===== config.mk =====
export PLATFORM = sky130hd
export DESIGN_NAME = dmem_arbiter
export DESIGN_NICKNAME = d
export VERILOG_FILES = /design/src/rtl/dmem_arbiter.sv
export SDC_FILE = /design/constraint.sdc
export NUM_CORES = 1
export LEC_CHECK = 0
export CORE_MARGIN = 10
export CORE_UTILIZATION = 47
export CTS_CLUSTER_DIAMETER = 50
export DETAILED_ROUTE_END_ITERATION = 10
export GPL_TIMING_DRIVEN = 1
export PLACE_DENSITY = 0.89
export SYNTH_ARGS = -nofsm -noshare
export SYNTH_HDL_FRONTEND = slang
export SYNTH_SLANG_ARGS = --single-unit

===== constraint.sdc =====
create_clock -name clk -period 5.6 [get_ports clk]
set_input_delay 0.84 -clock clk [delete_from_list [all_inputs] [get_ports clk]]
set_output_delay 0.84 -clock clk [all_outputs]
set_load 0.1 [all_outputs]

===== src/rtl/dmem_arbiter.sv =====
// dmem_arbiter: N-requester access arbiter in front of a single-port data memory.
// Grants one requester per cycle, either a forced select (mode=0) or round-robin
// with burst hold (mode=1). The accepted access is registered onto the mem_* port,
// and read data returns to the owning requester as a one-hot rvalid strobe.
// Ports:
//   clk, rst             clock, asynchronous active-high reset
//   mode, force_sel      0 = forced select of force_sel, 1 = round-robin
//   req, we              per-requester request (held until gnt) and write enable
//   addr, wdata          packed per-requester address / write data (i at [i*W +: W])
//   gnt                  one-hot grant, combinational from req and arbiter state
//   rvalid, rdata        one-hot read-return strobe and its data
//   mem_en/we/addr/wdata registered memory command
//   mem_rdata            memory read data, RD_LAT cycles after mem_en
module dmem_arbiter #(
    parameter int unsigned ADDR_W    = 16,
    parameter int unsigned DATA_W    = 16,
    parameter int unsigned N_REQ     = 4,
    parameter int unsigned RD_LAT    = 1,
    parameter int unsigned MAX_BURST = 4
) (
    input  logic                       clk,
    input  logic                       rst,
    input  logic                       mode,
    input  logic [$clog2(N_REQ)-1:0]   force_sel,
    input  logic [N_REQ-1:0]           req,
    input  logic [N_REQ-1:0]           we,
    input  logic [N_REQ*ADDR_W-1:0]    addr,
    input  logic [N_REQ*DATA_W-1:0]    wdata,
    output logic [N_REQ-1:0]           gnt,
    output logic [N_REQ-1:0]           rvalid,
    output logic [DATA_W-1:0]          rdata,
    output logic                       mem_en,
    output logic                       mem_we,
    output logic [ADDR_W-1:0]          mem_addr,
    output logic [DATA_W-1:0]          mem_wdata,
    input  logic [DATA_W-1:0]          mem_rdata
);

    localparam int unsigned SEL_W = $clog2(N_REQ);
    localparam int unsigned NSEL  = 1 << SEL_W;
    localparam int unsigned CNT_W = 4;
    localparam logic [CNT_W-1:0] BURST_MAX = CNT_W'(MAX_BURST);

    typedef enum logic {
        IDLE = 1'b0,
        OWN  = 1'b1
    } state_t;

    state_t             state;
    logic [SEL_W-1:0]   owner;
    logic [SEL_W-1:0]   rr_ptr;
    logic [CNT_W-1:0]   count;
    logic               mode_q;
    logic [SEL_W-1:0]   fsel_q;

    // Read-return pipe: stages 0..RD_LAT-1 here, final stage is the rvalid register.
    logic [RD_LAT-1:0]  pv;
    logic [SEL_W-1:0]   pidx [RD_LAT];

    logic               chg;
    logic               own_act;
    logic [SEL_W-1:0]   start;
    int unsigned        span;
    logic [N_REQ-1:0]   owner_oh;
    logic               others;
    logic [NSEL-1:0]    req_ext;
    logic [NSEL-1:0]    we_ext;
    logic [NSEL-1:0]    sel_ok;
    logic               sel_v;
    logic [SEL_W-1:0]   sel_idx;
    logic               hold;
    logic               gnt_any;
    logic [SEL_W-1:0]   gnt_idx;
    logic               push;

    function automatic logic [SEL_W-1:0] wrap_inc(input logic [SEL_W-1:0] x);
        if (32'(x) == N_REQ - 1) return '0;
        return x + SEL_W'(1);
    endfunction

    function automatic logic [SEL_W-1:0] idx_add(input logic [SEL_W-1:0] base,
                                                 input int unsigned k);
        int unsigned s;
        s = 32'(base) + k;
        if (s >= N_REQ) s = s - N_REQ;
        return SEL_W'(s);
    endfunction

    // Grant selection for both modes.
    always_comb begin
        chg      = (mode != mode_q) || (force_sel != fsel_q);
        // A mode or force_sel change ends the burst in the same cycle.
        own_act  = (state == OWN) && !chg;
        // Search origin: one past the owner when leaving it, else the rr pointer.
        start    = (state == OWN) ? wrap_inc(owner) : rr_ptr;
        span     = own_act ? N_REQ - 1 : N_REQ;
        req_ext  = NSEL'(req);
        we_ext   = NSEL'(we);
        owner_oh = '0;
        sel_ok   = '0;
        sel_v    = 1'b0;
        sel_idx  = '0;
        hold     = 1'b0;
        gnt_any  = 1'b0;
        gnt_idx  = '0;
        gnt      = '0;

        for (int unsigned i = 0; i < N_REQ; i++) begin
            owner_oh[i] = (32'(owner) == i);
        end
        for (int unsigned i = 0; i < NSEL; i++) begin
            sel_ok[i] = (i < N_REQ);
        end
        others = |(req & ~owner_oh);

        for (int unsigned k = 0; k < N_REQ; k++) begin
            if (!sel_v && (k < span) && req_ext[idx_add(start, k)]) begin
                sel_v   = 1'b1;
                sel_idx = idx_add(start, k);
            end
        end

        hold = mode && own_act && req_ext[owner] && ((count < BURST_MAX) || !others);

        if (mode) begin
            if (hold) begin
                gnt_any = 1'b1;
                gnt_idx = owner;
            end else if (sel_v) begin
                gnt_any = 1'b1;
                gnt_idx = sel_idx;
            end
        end else if (sel_ok[force_sel] && req_ext[force_sel]) begin
            gnt_any = 1'b1;
            gnt_idx = force_sel;
        end

        if (rst) gnt_any = 1'b0;

        for (int unsigned i = 0; i < N_REQ; i++) begin
            gnt[i] = gnt_any && (32'(gnt_idx) == i);
        end

        push = gnt_any && !we_ext[gnt_idx];
    end

    // Round-robin FSM: owner, burst count and rotation pointer.
    always_ff @(posedge clk or posedge rst) begin
        if (rst) begin
            state  <= IDLE;
            owner  <= '0;
            rr_ptr <= '0;
            count  <= '0;
            mode_q <= 1'b0;
            fsel_q <= '0;
        end else begin
            mode_q <= mode;
            fsel_q <= force_sel;
            if ((state == OWN) && !hold) rr_ptr <= wrap_inc(owner);
            if (!mode) begin
                state <= IDLE;
                count <= '0;
            end else if (hold) begin
                if (count < BURST_MAX) count <= count + CNT_W'(1);
            end else if (sel_v) begin
                state <= OWN;
                owner <= sel_idx;
                count <= CNT_W'(1);
            end else begin
                state <= IDLE;
                count <= '0;
            end
        end
    end

    // Memory command register; address and data hold when idle.
    always_ff @(posedge clk or posedge rst) begin
        if (rst) begin
            mem_en    <= 1'b0;
            mem_we    <= 1'b0;
            mem_addr  <= '0;
            mem_wdata <= '0;
        end else if (gnt_any) begin
            mem_en    <= 1'b1;
            mem_we    <= we_ext[gnt_idx];
            mem_addr  <= addr[32'(gnt_idx)*ADDR_W +: ADDR_W];
            mem_wdata <= wdata[32'(gnt_idx)*DATA_W +: DATA_W];
        end else begin
            mem_en    <= 1'b0;
            mem_we    <= 1'b0;
        end
    end

    // Read-return tag pipe, RD_LAT+1 stages from grant to rvalid.
    always_ff @(posedge clk or posedge rst) begin
        if (rst) begin
            pv     <= '0;
            rvalid <= '0;
            for (int unsigned k = 0; k < RD_LAT; k++) pidx[k] <= '0;
        end else begin
            pv[0]   <= push;
            pidx[0] <= gnt_idx;
            for (int unsigned k = 1; k < RD_LAT; k++) begin
                pv[k]   <= pv[k-1];
                pidx[k] <= pidx[k-1];
            end
            for (int unsigned i = 0; i < N_REQ; i++) begin
                rvalid[i] <= pv[RD_LAT-1] && (32'(pidx[RD_LAT-1]) == i);
            end
        end
    end

    // Read data is the memory output in the rvalid cycle, zero otherwise.
    assign rdata = (|rvalid) ? mem_rdata : '0;

endmodule


==> metrics.md <==
| Metric | Value |
|---|---|
| Status | `finished, final reports clean` |
| Nets | `885` |
| Post-CTS sizing | `0` |
| CTS sink cnt | `53` |
| Sw Pwr | `roughly 2200 uW` |
| Hold-fix buffers, CTS | `0` |
| ANT nets after route | `0` |
| Max VDD drop | `0.5247 mV` |
| Reg2Reg Setup Slack | `about 1.0 ns` |
| Initial Util | `48.75%` |
| Via Count | `5489` |
| Htree depth | `2` |
| Layout cells sized above 1 | `11.19%` |
| # DRC | `0` |
| Synthesized area per cell | `between 8 and 9 sq um` |
| Startpoint type of the worst setup path | `flip-flop` |
| Clock latency on the worst-skew pair | `between 0.3 and 0.4 ns` |
| Grt total ovfl | `0` |
| Yosys warns | `0` |
| Post-layout util | `a little under three quarters` |
| Initial antenna violation count | `0` |
| Worst EP arrival | `slightly above 4 ns` |
| DIE AREA | `approximately 15000 sq um` |
| Final max-slew violation count | `0` |
| DRT Pass-1 Iters | `5` |
| CP Class | `flip-flop to primary output` |
| Max-Cap Viols | `0` |
| DIE HEIGHT | `around 120 um` |
| Clk root buf | `clkbuf_8` |
| GRT Overall Usage | `~25%` |
| Leakage | `approximately 0.0027 uW` |
| Fin. Hold Viols | `0` |
| Slew @ Worst Pin | `between 1 and 1.5 ns` |
| Final Skew | `around 0.0044 ns` |
| Post-Place Worst Slack | `roughly 0.79 ns` |
| Min cycle time layout | `just under 5 ns` |
| Clk pin slew, worst setup/hold paths | `0.10 ns` |
| Worst Setup SP | `owner[0]` |
| Setup bufs post-CTS | `0` |
| Drt total wl | `19150 um` |
| Hold Crit Class | `flip-flop to flip-flop` |
| Max Root-Sink Buffers | `2` |
| Finish-stage setup viols | `0` |
| Worst r2r dst | `mem_we` |
| TritonCTS buffer count | `5` |
| Largest net degree at the start of global routing | `69` |
| Hold Path End | `rvalid[2]` |
| IO Port Bufs | `214` |
| Cell Area, Synth | `~4800 sq um` |
| Share of the synthesized area in the top cell type | `between 20% and 30%` |
| Routed WL per cell | `~22 um` |
| RePlAce Congestion | `just under 1` |
| Req. time, crit path | `around 4.8 ns` |
| Commonest non-fill, non-tap cell in the layout | `clkdlybuf4s50_1` |
| EDFF count, synth | `0` |
| Setup_tns | `0 ns` |
| FP Rows | `36` |
| CTS tree | `done` |
| RSZ-0062 raised after global routing | `false` |
| Final total power | `around 3600 uW` |
| Distinct cells, synth | `61` |
| Sequential group share of total power | `between 10% and 20%` |
| Seq cells post-synth | `53` |
| WHS Path Cells | `1` |
| R2R cell count | `11` |
| Clock network fraction of total power | `6.2%` |
| Post-Syn Instances | `561` |
| Post-DP HPWL | `roughly 15000 um` |
| Internal Pwr Total | `1418 uW` |
| Drt initial violations | `517` |
| Area grow syn2layout | `45.51%` |
| Number of diodes | `0` |
| Dominant synthesized flop cell | `dfrtp_1` |
| Most frequent cells in the layout | `clkdlybuf4s50_1 (210), dfrtp_1 (53), nand2_1 (46)` |
| Slew margin rel. | `about 15%` |
| Syn Nets | `approximately 720` |
| Min-Delay Startpoint | `pidx[0]` |
| Num ports | `215` |
| Final worst slack | `between 0.6 and 0.7 ns` |
| Core Region | `about 9900 sq um` |
| Seq/Total Area, Yosys | `27.45%` |
| Area leader, netlist | `dfrtp_1` |
| Switching part of the total | `approximately three fifths` |
| FF-to-FF Start | `owner[0]` |
| Async set or reset register ratio after synthesis | `100.0%` |
| Via density | `~6.4` |
| Crit Path Max Fanout | `41` |
| Crit. End Element | `primary output` |
| Fin Hold WS | `between 0.4 and 0.5 ns` |
| Maximum clock rate | `201.9 MHz` |
| Vias in the first global route | `between 5k and 6k` |
| Power Density | `515.2 nW/um^2` |
| Global-route wire length before repair | `roughly 30000 um` |
| Tcrit/Tclk final | `approximately nine tenths` |
| Largest cells by area after synthesis | `dfrtp_1 (27%), o311a_1 (6.6%), a2bb2oi_1 (6.2%), o2111ai_1 (5.8%), o311ai_0 (5.8%)` |
| Comb power frac | `roughly 76%` |
| Die width | `approximately 120 um` |
==> synthesized netlist by cell type, types with 3 or more instances <==
library cell and n:
and3_1 36, nor2_1 16, xnor2_1 3, mux2_2 3, o21ai_0 6, o311a_1 32
o21ai_1 3, nor2b_1 19, a21boi_1 9, mux2i_1 3, or2_2 34, clkbuf_1 46
o22ai_1 4, a21boi_0 23, nand2b_1 7, o2111ai_1 32, a21oi_1 6, buf_6 9
ha_1 5, nor3_1 5, nor4_1 34, o311ai_0 32, buf_2 15, dfrtp_1 53
nand2_1 46, inv_1 5, a2bb2oi_1 34
==> worst max-delay path, cell delays in order (launching register included) <==
cell      delay, ns
dfrtp_1        0.34
buf_4          0.33
inv_1          0.14
ha_1           0.39
nand2b_1       0.19
o32ai_1        0.29
o21a_1         0.92
nor3_1         0.27
a21o_1         0.27
nand2_1        0.17
inv_2          0.07
nor2_1         0.19
buf_12         0.21
==> per-layer routing <==
metal | up-vias | global-route usage [%] | wire length [um]
li1 | 2536 | - | -
met1 | 2566 | 31.22 | 7837
met2 | 343 | 39.95 | 9013
met3 | 44 | 6.654 | 1734
met4 | 0 | 8.644 | 567
met5 | - | 0 | 0
==> state kept, by name, summed over array words and instances, names as in the netlist <==
| register | flops |
|---|---|
| count | 4 |
| mode_q | 1 |
| fsel_q | 2 |
| state | 1 |
| rr_ptr | 2 |
| mem_addr | 16 |
| pv | 1 |
| owner | 2 |
| mem_en | 1 |
| mem_wdata | 16 |
| pidx | 2 |
| mem_we | 1 |
| rvalid | 4 |
==> how the worst max path moves through the flow <==
stage	to	slack [ns]	depth (start not counted)
after global routing	gnt[0]	0.41	12
final	gnt[2]	0.65	12
after global placement	mem_we	0.96	8
after floorplan	gnt[2]	0.54	6
after CTS	gnt[2]	0.72	12
after detailed placement	mem_we	0.79	8
==> cells by family (layout without fill, tap and decap cells) <==
group / count (synthesis) / count (layout) / share of synthesized area (%)
XOR/XNOR: 4 / 4 / 0.7253
buffers and inverters: 78 / 241 / 8.003
AND/OR/NAND/NOR: 212 / 212 / 24.99
AO/OA/AOI/OAI: 201 / 201 / 35.51
multiplexers: 8 / 8 / 2.020
adder cells (fa/ha/maj): 5 / 5 / 1.295
flip-flops: 53 / 53 / 27.45
==> per-stage QoR <==
stage | instance area, sq um | std cells
2_1_floorplan | 4831 | 561
3_3_place_gp | 6943 | 849
3_5_place_dp | 6943 | 849
4_1_cts | 7029 | 857
5_1_grt | 7029 | 857
6_report | 7029 | 857
==> power by group through the flow <==
| stage | registers [uW] | clock network (uW) | logic, uW |
|---|---|---|---|
| 2_1_floorplan | 1500 | 0 | 1220 |
| 3_3_place_gp | 629 | 0 | 2700 |
| 3_5_place_dp | 636 | 0 | 2750 |
| 4_1_cts | 630 | 229 | 2760 |
| 5_1_grt | 646 | 239 | 2900 |
| 6_report | 632 | 225 | 2760 |
==> layout make-up <==
| cell class | count | area (sq um) |
|---|---|---|
| Multi-Input combinational cell | 430 | 3148 |
| Fill cell | 770 | 2880 |
| Timing Repair Buffer | 227 | 2280 |
| Sequential cell | 53 | 1326 |
| Tap cell | 133 | 166.4 |
| Clock buffer | 5 | 68.82 |
| Inverter | 6 | 22.52 |
| Clock inverter | 3 | 17.52 |
(Power assumes the default switching activity.)
